**config.mk**
```make
export PLATFORM = sky130hd
export DESIGN_NAME = spi_slave_core
export DESIGN_NICKNAME = d
export VERILOG_FILES = /design/src/rtl/spi_pkg.sv /design/src/rtl/spi_sync_edge.sv /design/src/rtl/spi_slave_core.sv
export SDC_FILE = /design/constraint.sdc
export NUM_CORES = 1
export LEC_CHECK = 0
export CAP_MARGIN = 10
export CELL_PAD_IN_SITES_DETAIL_PLACEMENT = 0
export CELL_PAD_IN_SITES_GLOBAL_PLACEMENT = 1
export CORE_ASPECT_RATIO = 1.2
export CORE_UTILIZATION = 36
export CTS_BUF_LIST = sky130_fd_sc_hd__clkbuf_16
export DETAILED_ROUTE_END_ITERATION = 12
export GPL_TIMING_DRIVEN = 0
export PLACE_DENSITY_LB_ADDON = 0.1
export SLEW_MARGIN = 5
export SYNTH_ARGS = -nofsm -noshare
export SYNTH_HDL_FRONTEND = slang
export SYNTH_SLANG_ARGS = --single-unit
export TNS_END_PERCENT = 20
```
**constraint.sdc**
```tcl
create_clock -name clk -period 1.95 [get_ports clk]
set_input_delay 0.39 -clock clk [delete_from_list [all_inputs] [get_ports clk]]
set_output_delay 0.39 -clock clk [all_outputs]
set_load 0.05 [all_outputs]
```
**src/rtl/spi_pkg.sv**
```systemverilog
// Shared types and defaults for the SPI responder.
package spi_pkg;
    localparam int SPI_DATA_W = 8;

    typedef enum logic [1:0] {
        WAIT_DESEL,
        IDLE,
        ACTIVE
    } spi_slv_state_t;
endpackage

```
**src/rtl/spi_sync_edge.sv**
```systemverilog
// Multi-stage synchroniser for one async pin plus a history flop for edge detect.
// Level appears SYNC_STAGES clks after the pin; rise/fall are combinational compares.
module spi_sync_edge
    import spi_pkg::*;
#(
    parameter int SYNC_STAGES = 2
) (
    input  logic clk,
    input  logic rst,
    input  logic i_async,
    output logic o_level,
    output logic o_rise,
    output logic o_fall
);
    logic [SYNC_STAGES-1:0] r_sync;
    logic                   r_prev;

    always_ff @(posedge clk) begin
        if (rst) begin
            r_sync <= '0;
            r_prev <= 1'b0;
        end else begin
            r_sync <= {r_sync[SYNC_STAGES-2:0], i_async};
            r_prev <= r_sync[SYNC_STAGES-1];
        end
    end

    assign o_level = r_sync[SYNC_STAGES-1];
    assign o_rise  = r_sync[SYNC_STAGES-1] & ~r_prev;
    assign o_fall  = ~r_sync[SYNC_STAGES-1] & r_prev;
endmodule

```
**src/rtl/spi_slave_core.sv**
```systemverilog
// SPI mode-0 responder, MSB first, oversampling SCLK/MOSI/SS_N in the clk domain.
// Multi-word frames: a new tx word is loaded on the SCLK fall that follows each completed word.
module spi_slave_core
    import spi_pkg::*;
#(
    parameter int DATA_W      = SPI_DATA_W,
    parameter int SYNC_STAGES = 2
) (
    input  logic              clk,
    input  logic              rst,
    input  logic              sclk,
    input  logic              mosi,
    input  logic              ss_n,
    output logic              miso,
    input  logic [DATA_W-1:0] slave_data_in,
    output logic [DATA_W-1:0] slave_data_out,
    output logic              rx_valid,
    output logic              tx_load,
    output logic              frame_active,
    output logic              frame_abort
);
    localparam int              CNT_W    = $clog2(DATA_W);
    localparam logic [CNT_W-1:0] LAST_BIT = CNT_W'(DATA_W - 1);

    logic w_sclk_lvl, w_sclk_rise, w_sclk_fall;
    logic w_mosi_s, w_mosi_rise, w_mosi_fall;
    logic w_ss_s, w_ss_rise, w_ss_fall;
    logic w_unused_sync;
    logic [DATA_W-1:0] w_rx_next;

    spi_slv_state_t    r_state;
    logic [CNT_W-1:0]  r_bit_cnt;
    logic [DATA_W-2:0] r_rx_sh;
    logic [DATA_W-1:0] r_tx_sh;
    logic [DATA_W-1:0] r_data_out;
    logic              r_word_done;
    logic              r_rx_pend;
    logic              r_rx_valid;
    logic              r_tx_load;
    logic              r_abort;
    logic              r_miso;

    spi_sync_edge #(.SYNC_STAGES(SYNC_STAGES)) u_sync_sclk (
        .clk(clk), .rst(rst), .i_async(sclk),
        .o_level(w_sclk_lvl), .o_rise(w_sclk_rise), .o_fall(w_sclk_fall)
    );
    spi_sync_edge #(.SYNC_STAGES(SYNC_STAGES)) u_sync_mosi (
        .clk(clk), .rst(rst), .i_async(mosi),
        .o_level(w_mosi_s), .o_rise(w_mosi_rise), .o_fall(w_mosi_fall)
    );
    spi_sync_edge #(.SYNC_STAGES(SYNC_STAGES)) u_sync_ss (
        .clk(clk), .rst(rst), .i_async(ss_n),
        .o_level(w_ss_s), .o_rise(w_ss_rise), .o_fall(w_ss_fall)
    );

    assign w_unused_sync = &{1'b0, w_sclk_lvl, w_mosi_rise, w_mosi_fall};
    assign w_rx_next     = {r_rx_sh, w_mosi_s};

    always_ff @(posedge clk) begin
        if (rst) begin
            r_state     <= WAIT_DESEL;
            r_bit_cnt   <= '0;
            r_rx_sh     <= '0;
            r_tx_sh     <= '0;
            r_data_out  <= '0;
            r_word_done <= 1'b0;
            r_rx_pend   <= 1'b0;
            r_rx_valid  <= 1'b0;
            r_tx_load   <= 1'b0;
            r_abort     <= 1'b0;
            r_miso      <= 1'b0;
        end else begin
            r_tx_load  <= 1'b0;
            r_abort    <= 1'b0;
            r_rx_pend  <= 1'b0;
            r_rx_valid <= r_rx_pend;
            r_miso     <= (r_state == ACTIVE) ? r_tx_sh[DATA_W-1] : 1'b0;
            case (r_state)
                // Stay here after reset until the master releases select, so a
                // frame already in flight is never picked up half-way.
                WAIT_DESEL: begin
                    if (w_ss_s) r_state <= IDLE;
                end
                IDLE: begin
                    if (w_ss_fall) begin
                        r_state     <= ACTIVE;
                        r_tx_sh     <= slave_data_in;
                        r_tx_load   <= 1'b1;
                        r_bit_cnt   <= '0;
                        r_word_done <= 1'b0;
                    end
                end
                ACTIVE: begin
                    if (w_ss_rise) begin
                        r_state     <= IDLE;
                        r_abort     <= (r_bit_cnt != '0);
                        r_bit_cnt   <= '0;
                        r_word_done <= 1'b0;
                    end else if (w_sclk_rise) begin
                        r_rx_sh <= w_rx_next[DATA_W-2:0];
                        if (r_bit_cnt == LAST_BIT) begin
                            r_data_out  <= w_rx_next;
                            r_rx_pend   <= 1'b1;
                            r_bit_cnt   <= '0;
                            r_word_done <= 1'b1;
                        end else begin
                            r_bit_cnt <= r_bit_cnt + CNT_W'(1);
                        end
                    end else if (w_sclk_fall) begin
                        if (r_word_done) begin
                            r_tx_sh     <= slave_data_in;
                            r_tx_load   <= 1'b1;
                            r_word_done <= 1'b0;
                        end else begin
                            r_tx_sh <= {r_tx_sh[DATA_W-2:0], 1'b0};
                        end
                    end
                end
                default: r_state <= WAIT_DESEL;
            endcase
        end
    end

    assign miso           = r_miso;
    assign slave_data_out = r_data_out;
    assign rx_valid       = r_rx_valid;
    assign tx_load        = r_tx_load;
    assign frame_active   = (r_state == ACTIVE);
    assign frame_abort    = r_abort;
endmodule
```
Yosys cells after proc, flatten, opt, wreduce, memory -nomap -nowiden --
Index checks and enable logic that the tools add are counted.
Storage, ports and cells: output and inout bits 13, logic and storage cells 80, input bits 13, register bits after elaboration 42
Operators by class: equal/unequal tests 12, bitwise logic cells 11, muxes and demuxes 28, reductions and logical operators 12, add/sub/neg operators 1
Operators by type and width (number):
- $mux 8 | 5
- $pmux 8 s2 | 1
- $mux 3 | 4
- $mux 1 | 11
- $reduce_and 3->1 | 3
- $ne 2x1->1 const B | 4
- $reduce_and 4->1 | 2
- $not 1->1 | 7
- $mux 2 | 3
- $pmux 2 s3 | 1
- $pmux 3 s2 | 1
- $reduce_and 5->1 | 1
- $and 1x1->1 | 4
- $ne 2x2->1 const B | 2
- $ne 4x1->1 const B | 1
- $ne 4x3->1 const B | 1
- $pmux 1 s2 | 2
- $reduce_or 4->1 | 1
- $add 3x1->3 const B | 1
- $eq 3x3->1 const B | 1
- $ne 3x1->1 const B | 1
- $reduce_bool 3->1 | 1
- $reduce_or 3->1 | 1
- $eq 2x1->1 const B | 1
- 4 further kinds | 4

Longest topological paths before layout --
depth after elaboration 6, mapped depth 8, depth with buffers taken out 6

Modules after synthesis --
Synthesis repeated with hierarchy kept, for this count alone.
Second synthesis, totals: cells, all modules 189, area, all modules 1722.9 µm²
Modules (own cells, without submodules):
- spi_slave_core | seq. area each 680.7 µm², area an instance 1448.9 µm², cells each 165, instances 1
- spi_sync_edge | seq. area each 60.1 µm², area an instance 91.3 µm², cells each 8, instances 3

Least setup slack after synthesis --
OpenSTA, ideal clock, no wires.
kind register to register, start register r_state[0], end register r_bit_cnt[0], path buffers 2, data arrival time 2.213 ns, data required time 1.880 ns, slack -0.333 ns, cell stages (with the launch flop) 9, cells stage by stage dfxtp_1 inv_1 ha_1 buf_4 inv_2 or3_1 buf_2 or4_1 a21oi_1
On the way: cells in the longest elaborated chain, start to end 3, elaborated cells between the ends (all ways) 7, classes of those cells eq/ne (4); mux (1); reduce/logical (2)
Ends and longest elaborated chain:
- from (decl) | RTL line spi_slave_core.sv:31 | spi_slv_state_t r_state;
- from (signal assigned) | RTL line spi_slave_core.sv:61 | r_state <= WAIT_DESEL;
- from (signal assigned) | RTL line spi_slave_core.sv:82 | if (w_ss_s) r_state <= IDLE;
- from (signal assigned) | RTL line spi_slave_core.sv:86 | r_state <= ACTIVE;
- $eq 2x2->1 *
- net frame_active | RTL line spi_slave_core.sv:19 | output logic frame_active,
- $ne 3x1->1 (no source line) or $reduce_bool 2->1 (tied branches)
- $reduce_and 3->1 (no source line)
- to (signal assigned) | RTL line spi_slave_core.sv:107 | r_bit_cnt <= r_bit_cnt + CNT_W'(1);
- to (decl) | RTL line spi_slave_core.sv:32 | logic [CNT_W-1:0] r_bit_cnt;
The timed path passes the listed nets; every way through them passes the cells marked *. A chain may end at the register's enable or synchronous reset.

Final worst setup path --
start register r_state[0], end register r_bit_cnt[0]
On the way: cells in the longest elaborated chain, start to end 3, elaborated cells between the ends (all ways) 7, classes of those cells eq/ne (4); mux (1); reduce/logical (2)
Ends and longest elaborated chain:
- $eq 2x2->1 or $eq 2x1->1 (tied branches) | RTL line spi_slave_core.sv:78 | case (r_state)
- $ne 3x1->1 (no source line), or another cell as far along
- $reduce_and 3->1 (no source line)
Several ways; a longest one is shown, not always the timed one.

==> impl_metrics.tcl <==
set metrics [dict create \
    status "complete, but fails checks" \
    violations "setup timing" \
    grt_pass1_vias 1355 \
    synth_top_area_cell "dfxtp_1" \
    grt_max_degree 14 \
    regArea_um2 842 \
    postLayoutCoreUtil_pct 48.0 \
    drt_pass1_iterations 4 \
    synth.top_cell.area_share_pct 49.6 \
    met2_wirelength_um 1920 \
    start_kind "register" \
    core-area_mm2 0.00456 \
    yosysSeqAreaShare_pct 49.6 \
    timing.fmax_ghz 0.510 \
    antenna_cells 0 \
    timing.clock.skew_ps 3.98 \
    cap_violations 0 \
    grtUsageTotal_pct 16.3 \
    cts.sinks 42 \
    placed_cell_area_mm2 0.00204 \
    met1_length_um 1580 \
    syn_area_mm2 0.00170 \
    async_flop_share_pct 0 \
    drcViolationCount 0 \
    yosys-top-cells-area "dfxtp_1 50%, a21oi_1 8.0%, nand2_1 6.0%, ha_1 4.4%, mux2i_1 4.1%" \
    crit_top_cell "inv_2" \
    slowest_stage "or4_1" \
    ys_warn_count 0 \
    hold_viol_final 0 \
    rows 27 \
    postCtsHoldBufs 0 \
    grt_pass1_wl_um 6180 \
    dpl.hpwl_um 2720 \
    totalWireLength_um 3680 \
    crit_chain "inv_2, ha_4, buf_6, inv_2, or3_1, buf_2, or4_1, a21oi_1" \
    initial_core_util_pct 37.2 \
    ys_ff_latch 42 \
    ir_drop_v 0.000640 \
    powerDensity_mw_per_mm2 901 \
    fp.dieH_um 77.2 \
    die_w_um 64.6 \
    nets 239 \
    synth_ff_type "dfxtp_1" \
    cp.required_ps 2150 \
    wl_per_cell_um 13.2 \
    ant_nets 0 \
    port_buffers 25 \
    p_leak_nw 0.779 \
    syn2layout_area_growth_pct 29.2 \
    finalInstanceArea_mm2 0.00219 \
    finalSetupViolations 1 \
    setup_ws_ps -10.2 \
    overflow 0 \
    slowest_delay_ps 470 \
    root_buffer "clkbuf_16" \
    path_buf_inv 4 \
    synth_cell_types 34 \
    via_per_inst 4.92 \
    final_cells 279 \
    end_kind "register" \
    cp_max_fo 9 \
    slew_violations 0 \
    clockBufferDepth 2 \
    syn_inst 189 \
    antenna_found_initial 0 \
    hold_slack_ps 439 \
    min_period_ps 1960 \
    tightest_slew_ps 566 \
    routed.top_layer "met4" \
    synth_fp_nets 208 \
    drt-initial-drc-count 49 \
    crit_type "register to register" \
    hold_class "register to register" \
    rsz0062_at_grt "true" \
    globalplace.congestion 0.752 \
    setup_tns_ps -10.2 \
    maxSlewHeadroom_pct 62.3 \
    dieArea_mm2 0.00499 \
    dp_slack_ps -71.9 \
    cts_buffers 5 \
    met3_length_um 151 \
    ios 26 \
    nFillCells 438 \
    synth_area_per_cell_um2 8.97 \
    total_power_mw 1.97 \
    numPlacedInstances 272 \
    tritoncts "done" \
    finalCritPeriodShare_pct 101 \
    clk_latency_ps 280 \
    crit_family "simple AND/OR/NAND/NOR gates" \
    htreeDepth 2 \
    multi_input_area_um2 807 \
    drive_above_1_share_pct 9.50 \
    synth-edff-count 0 \
    cts_setup_buffers 0 \
    vias 1372 \
    path_clk_slew_ps 60 \
    cp_data_arrival_time_ps 2160 \
]
## Yosys cell counts (all sizes together) (2+ instances only)
cell,instances
dfxtp,42
a21oi,27
nand2,27
nor2b,11
nand3,10
clkbuf,9
a211oi,8
inv,8
mux2i,7
ha,6
o21ai,6
nand2b,4
a21bo,2
buf,2
nand4,2
nor2,2
nor3,2
nor3b,2
## routing by layer
| layer | GRT usage (%) | vias to the layer above |
|---|---|---|
| met4 | 4.67 | 0 |
| met5 | 0 | - |
| met2 | 29.8 | 28 |
| met1 | 18.0 | 623 |
| li1 | - | 717 |
| met3 | 4.46 | 4 |
## registers in the layout, summed over array words and instances, names as in the netlist
signal	count
r_bit_cnt	3
u_sync_ss.r_prev	1
rx_valid	1
u_sync_sclk.r_sync	2
miso	1
r_state	2
u_sync_ss.r_sync	2
r_rx_sh	7
u_sync_mosi.r_sync	2
frame_abort	1
r_rx_pend	1
u_sync_sclk.r_prev	1
r_tx_sh	8
r_word_done	1
tx_load	1
slave_data_out	8
## cell type report
class | count | share of cell area, %
Multi-Input combinational cell | 128 | 36.8
Tap cell | 58 | 3.31
Timing Repair Buffer | 25 | 11.4
Clock buffer | 5 | 5.71
Sequential cell | 42 | 38.4
Clock inverter | 3 | 0.742
Inverter | 8 | 1.37
Buffer | 10 | 2.23
## placed cells by master, fill, tap and decap left out, types with 4 or more instances in the layout
cell	netlist	layout
nand2b_1	4	4
clkdlybuf4s50_1	0	24
nand2_1	27	27
clkbuf_16	0	5
ha_1	6	5
nand3_1	10	10
clkbuf_1	9	6
inv_1	7	6
mux2i_1	7	7
nor2b_1	11	10
o21ai_0	5	5
dfxtp_1	42	41
a211oi_1	8	8
a21oi_1	27	27
## logic make-up after synthesis
family                   share of synthesized area, %
AO/OA/AOI/OAI                                    17.8
adder cells (fa/ha/maj)                          4.43
buffers and inverters                            4.50
flip-flops                                       49.6
multiplexers                                     4.13
AND/OR/NAND/NOR                                  19.6
## final timing paths
kind	startpoint	to	slack (ps)	cells past startpoint
worst max-delay path	r_state[0]$_SDFFE_PP0P_	r_bit_cnt[0]$_SDFFE_PP0P_	-10	8
worst min-delay path	u_sync_mosi.r_sync[0]$_SDFF_PP0_	u_sync_mosi.r_sync[1]$_SDFF_PP0_	440	1
worst max register to register	r_state[0]$_SDFFE_PP0P_	r_bit_cnt[0]$_SDFFE_PP0P_	-10	8
worst min register to register	u_sync_mosi.r_sync[0]$_SDFF_PP0_	u_sync_mosi.r_sync[1]$_SDFF_PP0_	440	1
## where the power goes
part	switching, mW	total, mW	internal [mW]
logic	0.138	0.256	0.119
clock network	0.315	0.782	0.467
registers	0.0269	0.936	0.909
## timing repair
item                                    CTS  global route
gates resized for setup                   2             6
endpoints found under the setup margin   15            21
cloned                                    0             0
hold endpoints to repair                  0             0
Power figures use the tool's default switching activity.
